$ cat config.mk
export PLATFORM = sky130hd
export DESIGN_NAME = pwm_generator
export DESIGN_NICKNAME = d
export VERILOG_FILES = /design/src/rtl/pwm_generator.sv
export SDC_FILE = /design/constraint.sdc
export NUM_CORES = 1
export LEC_CHECK = 0
export CAP_MARGIN = 30
export CORE_MARGIN = 4
export CORE_UTILIZATION = 57
export CTS_BUF_LIST = sky130_fd_sc_hd__clkbuf_8 sky130_fd_sc_hd__clkbuf_16
export CTS_CLUSTER_DIAMETER = 100
export DETAILED_ROUTE_END_ITERATION = 6
export GPL_ROUTABILITY_DRIVEN = 0
export MAX_ROUTING_LAYER = met4
export PLACE_DENSITY = 0.85
export SETUP_SLACK_MARGIN = 0.05
export SLEW_MARGIN = 20
export SYNTH_ARGS = -nofsm -noshare
export SYNTH_HDL_FRONTEND = slang
export SYNTH_SLANG_ARGS = --single-unit
$ cat constraint.sdc
create_clock -name clock -period 3.3 [get_ports clock]
set_input_delay 0.66 -clock clock [delete_from_list [all_inputs] [get_ports clock]]
set_output_delay 0.66 -clock clock [all_outputs]
set_load 0.02 [all_outputs]
$ cat src/rtl/pwm_generator.sv
// PWM generator for an H-bridge. Ratio and direction updates take effect only
// at period boundaries. A direction reversal forces the drive low for a dead
// time before the new direction is applied.
module pwm_generator #(
  parameter int unsigned CLK_DIV     = 4,
  parameter int unsigned DEAD_CYCLES = 16
) (
  input  logic       clock,
  input  logic       reset_n,
  input  logic       pwm_enable,
  input  logic       pwm_update,
  input  logic [7:0] pwm_ratio,
  input  logic       pwm_direction,
  output logic       pwm_done,
  output logic       pwm_out,
  output logic       dir_out,
  output logic [7:0] active_ratio
);

  localparam int unsigned RW = 8;
  localparam int unsigned PW = (CLK_DIV > 1) ? $clog2(CLK_DIV) : 1;
  localparam int unsigned DW = (DEAD_CYCLES > 1) ? $clog2(DEAD_CYCLES) : 1;

  localparam logic [PW-1:0] PRESC_LAST = PW'(CLK_DIV - 1);
  localparam logic [DW-1:0] DEAD_LAST  = DW'(DEAD_CYCLES - 1);
  localparam logic [RW-1:0] CNT_LAST   = RW'(254);

  typedef enum logic [1:0] {
    ST_OFF  = 2'd0,
    ST_RUN  = 2'd1,
    ST_DEAD = 2'd2
  } state_e;

  state_e        state_q, state_d;
  logic [PW-1:0] presc_q, presc_d;
  logic [RW-1:0] cnt_q,   cnt_d;
  logic [RW-1:0] ratio_q, ratio_d;
  logic [RW-1:0] pend_q,  pend_d;
  logic [DW-1:0] dead_q,  dead_d;
  logic          dir_q,   dir_d;
  logic          first_q, first_d;
  logic          done_q,  done_d;
  logic          pwm_q,   pwm_d;

  logic tick_c;
  logic load_pt_c;

  // A period count tick, and a load point: first RUN cycle or the last tick of a period.
  assign tick_c    = (presc_q == PRESC_LAST);
  assign load_pt_c = first_q || (tick_c && (cnt_q == CNT_LAST));

  // Next-state and output logic.
  always_comb begin
    state_d = state_q;
    presc_d = presc_q;
    cnt_d   = cnt_q;
    ratio_d = ratio_q;
    pend_d  = pend_q;
    dead_d  = dead_q;
    dir_d   = dir_q;
    first_d = 1'b0;
    done_d  = 1'b0;

    if (!pwm_enable) begin
      // Disable wins over everything, including a coincident load point.
      state_d = ST_OFF;
      presc_d = '0;
      cnt_d   = '0;
      ratio_d = '0;
      dead_d  = '0;
      if ((state_q == ST_OFF) && pwm_update) dir_d = pwm_direction;
    end else begin
      unique case (state_q)
        ST_OFF: begin
          // Output is already off, so a new direction needs no dead time.
          if (pwm_update) dir_d = pwm_direction;
          state_d = ST_RUN;
          first_d = 1'b1;
          presc_d = '0;
          cnt_d   = '0;
        end
        ST_RUN: begin
          if (load_pt_c && pwm_update && (pwm_direction != dir_q)) begin
            pend_d  = pwm_ratio;
            state_d = ST_DEAD;
            dead_d  = '0;
            presc_d = '0;
            cnt_d   = '0;
          end else begin
            if (load_pt_c && pwm_update) begin
              ratio_d = pwm_ratio;
              done_d  = 1'b1;
            end
            // The entry load cycle holds the counters so the first period starts with the new ratio.
            if (!first_q) begin
              if (tick_c) begin
                presc_d = '0;
                cnt_d   = (cnt_q == CNT_LAST) ? '0 : cnt_q + RW'(1);
              end else begin
                presc_d = presc_q + PW'(1);
              end
            end
          end
        end
        ST_DEAD: begin
          if (dead_q == DEAD_LAST) begin
            state_d = ST_RUN;
            dir_d   = ~dir_q;
            ratio_d = pend_q;
            done_d  = 1'b1;
            dead_d  = '0;
            presc_d = '0;
            cnt_d   = '0;
          end else begin
            dead_d = dead_q + DW'(1);
          end
        end
        default: state_d = ST_OFF;
      endcase
    end

    // Drive is computed from the next-state values so it lines up with the registered counters.
    pwm_d = (state_d == ST_RUN) && (cnt_d < ratio_d);
  end

  // State and datapath registers with synchronous active-low reset.
  always_ff @(posedge clock) begin
    if (!reset_n) begin
      state_q <= ST_OFF;
      presc_q <= '0;
      cnt_q   <= '0;
      ratio_q <= '0;
      pend_q  <= '0;
      dead_q  <= '0;
      dir_q   <= 1'b0;
      first_q <= 1'b0;
      done_q  <= 1'b0;
      pwm_q   <= 1'b0;
    end else begin
      state_q <= state_d;
      presc_q <= presc_d;
      cnt_q   <= cnt_d;
      ratio_q <= ratio_d;
      pend_q  <= pend_d;
      dead_q  <= dead_d;
      dir_q   <= dir_d;
      first_q <= first_d;
      done_q  <= done_d;
      pwm_q   <= pwm_d;
    end
  end

  assign pwm_done     = done_q;
  assign pwm_out      = pwm_q;
  assign dir_out      = dir_q;
  assign active_ratio = ratio_q;

endmodule
==> reports/qor.csv <==
stage,metric,value,unit
run_status,status,finished clean,
drt,first_pass_iters,6,
clock_network,clockBufferDepth,2,
global_route,grt_pass1_wl,11.4,mm
synth,ys_types,55,
placed_design,portBuffers,23,
synth,syn_area,2450,um^2
setup_path,critPathKind,reg2reg,
die,rows,23,
drt,ant_nets,0,
synth,yosysWarnings,0,
setup_path,r2r_end,pwm_out$_SDFF_PN0_,
setup_path,rr_startpoint,cnt_q[0]$_SDFF_PN0_,
die,die_h,73.6,um
worst_hold_path,holdCritStartpoint,dead_q[1]$_SDFFE_PN0P_,
setup_path,cp.required,3.55,ns
final_layout,drive_gt1_share,15.9,%
synth,yosys-top-cells-area,"dfxtp_1 (29%), ha_1 (7.6%), mux2i_1 (4.5%)",
setup_path,path_max_fanout,7,
drt,vias,2462,
synth,synth_top_area_share,29.4,%
clock_network,tritoncts,built,
setup_path,arrival,3.26,ns
timing,rsz0062_at_grt,false,
final_layout,final_util,74.0,%
die,die_area,5420,um^2
setup_path,cp_common_cell,ha_1,
synth,ys_ff_latch,36,
clock_network,cts_buffers,5,
setup_path,worst_path_largest_cell_delay,0.38,ns
synth,synth_async_sr_flop_share,0,%
placed_design,dp_slack,-0.136,ns
drt,drt_wl_total,6.88,mm
die,core_region_area,4090,um^2
clock_network,htreeDepth,2,
worst_hold_path,hold_class,reg2reg,
drt,drc,0,
timing,period_minus_slack,3.01,ns
drt,viasPerCell,6.41,
flow_run,drv_cap,0,
synth,yosysSeqAreaShare,29.4,%
timing,setup_violations,0,
final_layout,multiInputGateArea,1680,um^2
timing,max_freq,0.332,GHz
setup_path,path_cells,inv_1 -> ha_1 -> nand4_4 -> o21ba_1 -> o21ai_2 -> buf_4 -> o32ai_2 -> and2_1 -> ha_1 -> and4_1 -> a21oi_1 -> o311ai_0 -> a221oi_1 -> o211a_1,
global_route,grt_max_degree,19,
timing,worst_slew_pin_slew,0.538,ns
worst_hold_path,min_delay_worst_endpoint,dead_q[1]$_SDFFE_PN0P_,
global_route,grt_pass1_vias,2401,
final_layout,n_antenna_cell,0,
setup_path,crit_path_end_kind,flip-flop,
drt,detail_route.wl_per_cell,17.9,um
pwr,p_leak,1.06,nW
setup_path,r2r_cells,14,
synth,synth_top_area_cell,dfxtp_1,
synth,ys.flop_type,dfxtp_1,
clock_network,clkLatencyLatePin,0.30,ns
worst_hold_path,min_path_cells,2,
final_layout,areaGrowthSynthToFinish,23.2,%
clock_network,cts_sinks,36,
die,start_util,60.1,%
pwr,vdd_drop_max,281,uV
timing,timing.final.crit_share,91.2,%
setup_path,cp_slowest_cell,dfxtp_1,
setup_path,start_kind,flip-flop,
clock_network,clk_pin_slew,0.08,ns
final_layout,n_fill_cell,317,
pwr,p_per_area,327,nW/um^2
placed_design,post-dp-hpwl,4.77,mm
global_route,grt_usage,28.0,%
timing,finalClockSkew,0.00617,ns
global_route,grt_overflow,0,
clock_network,post-cts-setup-buffers,0,
synth,syn_nets,322,
synth,synth_edf_count,0,
timing,setup_ws,0.291,ns
synth,avgSynthCellArea,8.35,um^2
die,die_x,73.6,um
global_route,antenna_found_initial,0,
setup_path,r2r_slack,0.29,ns
timing,finalHoldViolCount,0,
drt,drt_iter0_drc,179,
die,io_pins,24,
final_layout,seqCellArea,721,um^2
clock_network,root_buffer,clkbuf_8,
final_layout,nets,361,
synth,synthCells,294,
timing,slew_violations,0,
timing,max-slew-margin-rel,64.1,%
## layout by cell type (no fill, tap or decap), drive strengths merged, types with 11 or more instances in the layout
master,n
a22oi,12
and2,14
clkdlybuf4s50,22
nand2,26
mux2i,11
dfxtp,36
buf,24
ha,15
o31ai,13
nor2,30
nor2b,17
## synth_stat cells (3+ instances only)
| library cell | instances |
|---|---|
| and3_1 | 3 |
| ha_1 | 15 |
| o31ai_1 | 13 |
| clkbuf_1 | 7 |
| nor2_1 | 29 |
| o21ai_1 | 3 |
| nor3_1 | 5 |
| nor4_1 | 4 |
| and2_1 | 14 |
| nand3_1 | 7 |
| o21ai_0 | 5 |
| inv_1 | 9 |
| nor2b_1 | 17 |
| dfxtp_1 | 36 |
| buf_2 | 5 |
| a221oi_1 | 9 |
| a21o_1 | 3 |
| a22oi_1 | 12 |
| nand2_1 | 26 |
| mux2i_1 | 11 |
| a21oi_1 | 9 |
| a211oi_1 | 10 |
## how the worst max path moves through the flow
| stage | start | to | slack, ns | cells after the start |
|---|---|---|---|---|
| floorplan | pwm_direction | pwm_out$_SDFF_PN0_ | 0.53 | 12 |
| global placement | pwm_direction | pwm_out$_SDFF_PN0_ | -0.06 | 12 |
| detailed placement | pwm_direction | pwm_out$_SDFF_PN0_ | -0.14 | 12 |
| CTS | pwm_direction | pwm_out$_SDFF_PN0_ | 0.14 | 12 |
| global route | cnt_q[0]$_SDFF_PN0_ | pwm_out$_SDFF_PN0_ | 0.04 | 14 |
| finish | cnt_q[0]$_SDFF_PN0_ | pwm_out$_SDFF_PN0_ | 0.29 | 14 |
## per-layer routing
layer,routed length [um],global-route usage (%),vias to the layer above
met5,0,-,-
met4,255,14.7,0
met3,438,5.75,22
met2,3250,42.8,108
met1,2930,34.5,1151
li1,-,-,1181
## report_power, final
| group | switching (W) | total [W] | internal (W) | leakage, nW |
|---|---|---|---|---|
| registers | 0.00000767 | 0.000445 | 0.000438 | 0.291 |
| clock network | 0.000171 | 0.000394 | 0.000224 | 0.0541 |
| logic | 0.0000828 | 0.000149 | 0.0000665 | 0.717 |
## critical path: cells and delay by family (launching register included)
| kind | cells | cell delay (ns) |
|---|---|---|
| adders and majority gates | 2 | 0.48 |
| buffers and inverters | 2 | 0.28 |
| DFF | 1 | 0.38 |
| AOI/OAI and AO/OA | 7 | 1.24 |
| and+or+nand+nor | 3 | 0.56 |
## sequential cells by signal, indices dropped and copies added (netlist names), 2 cells and up
register and count:
state_q 2, active_ratio 8, presc_q 2, cnt_q 8
dead_q 4, pend_q 8
## what timing repair did
action | in CTS | in global routing
resized for setup | 0 | 12
setup endpoints to repair | 0 | 1
endpoints found under the hold margin | 0 | 0
hold buffers | 0 | 0
## per-stage QoR
step | std cells | setup TNS, ns | instance area, um^2 | total power (W) | hold WS [ns]
3_3_place_gp | 376 | -0.0612 | 2850 | 0.000588 | 0.498
2_1_floorplan | 294 | 0 | 2450 | 0.000530 | 0.473
5_1_grt | 384 | 0 | 3030 | 0.00103 | 0.569
4_1_cts | 384 | 0 | 2960 | 0.000982 | 0.525
6_report | 384 | 0 | 3030 | 0.000989 | 0.516
3_5_place_dp | 376 | -0.136 | 2850 | 0.000592 | 0.512
## cells by family (layout without fill, tap and decap cells)
group | Yosys count | in the layout | synth area share (%)
XOR/XNOR | 2 | 2 | 0.714
AND/OR/NAND/NOR | 118 | 118 | 26.1
AO/OA/AOI/OAI | 87 | 87 | 27.0
buffers and inverters | 25 | 65 | 4.69
adder cells (fa/ha/maj) | 15 | 15 | 7.65
flip-flops | 36 | 36 | 29.4
multiplexers | 11 | 11 | 4.49
## area by class of cell
| class | count | area share [%] |
|---|---|---|
| Sequential cell | 36 | 23.8 |
| Clock buffer | 5 | 2.27 |
| Clock inverter | 3 | 1.41 |
| Inverter | 10 | 1.24 |
| Timing Repair Buffer | 47 | 13.8 |
| Multi-Input combinational cell | 233 | 55.4 |
| Tap cell | 50 | 2.07 |
Note: power is estimated with default switching activity, not from simulation.
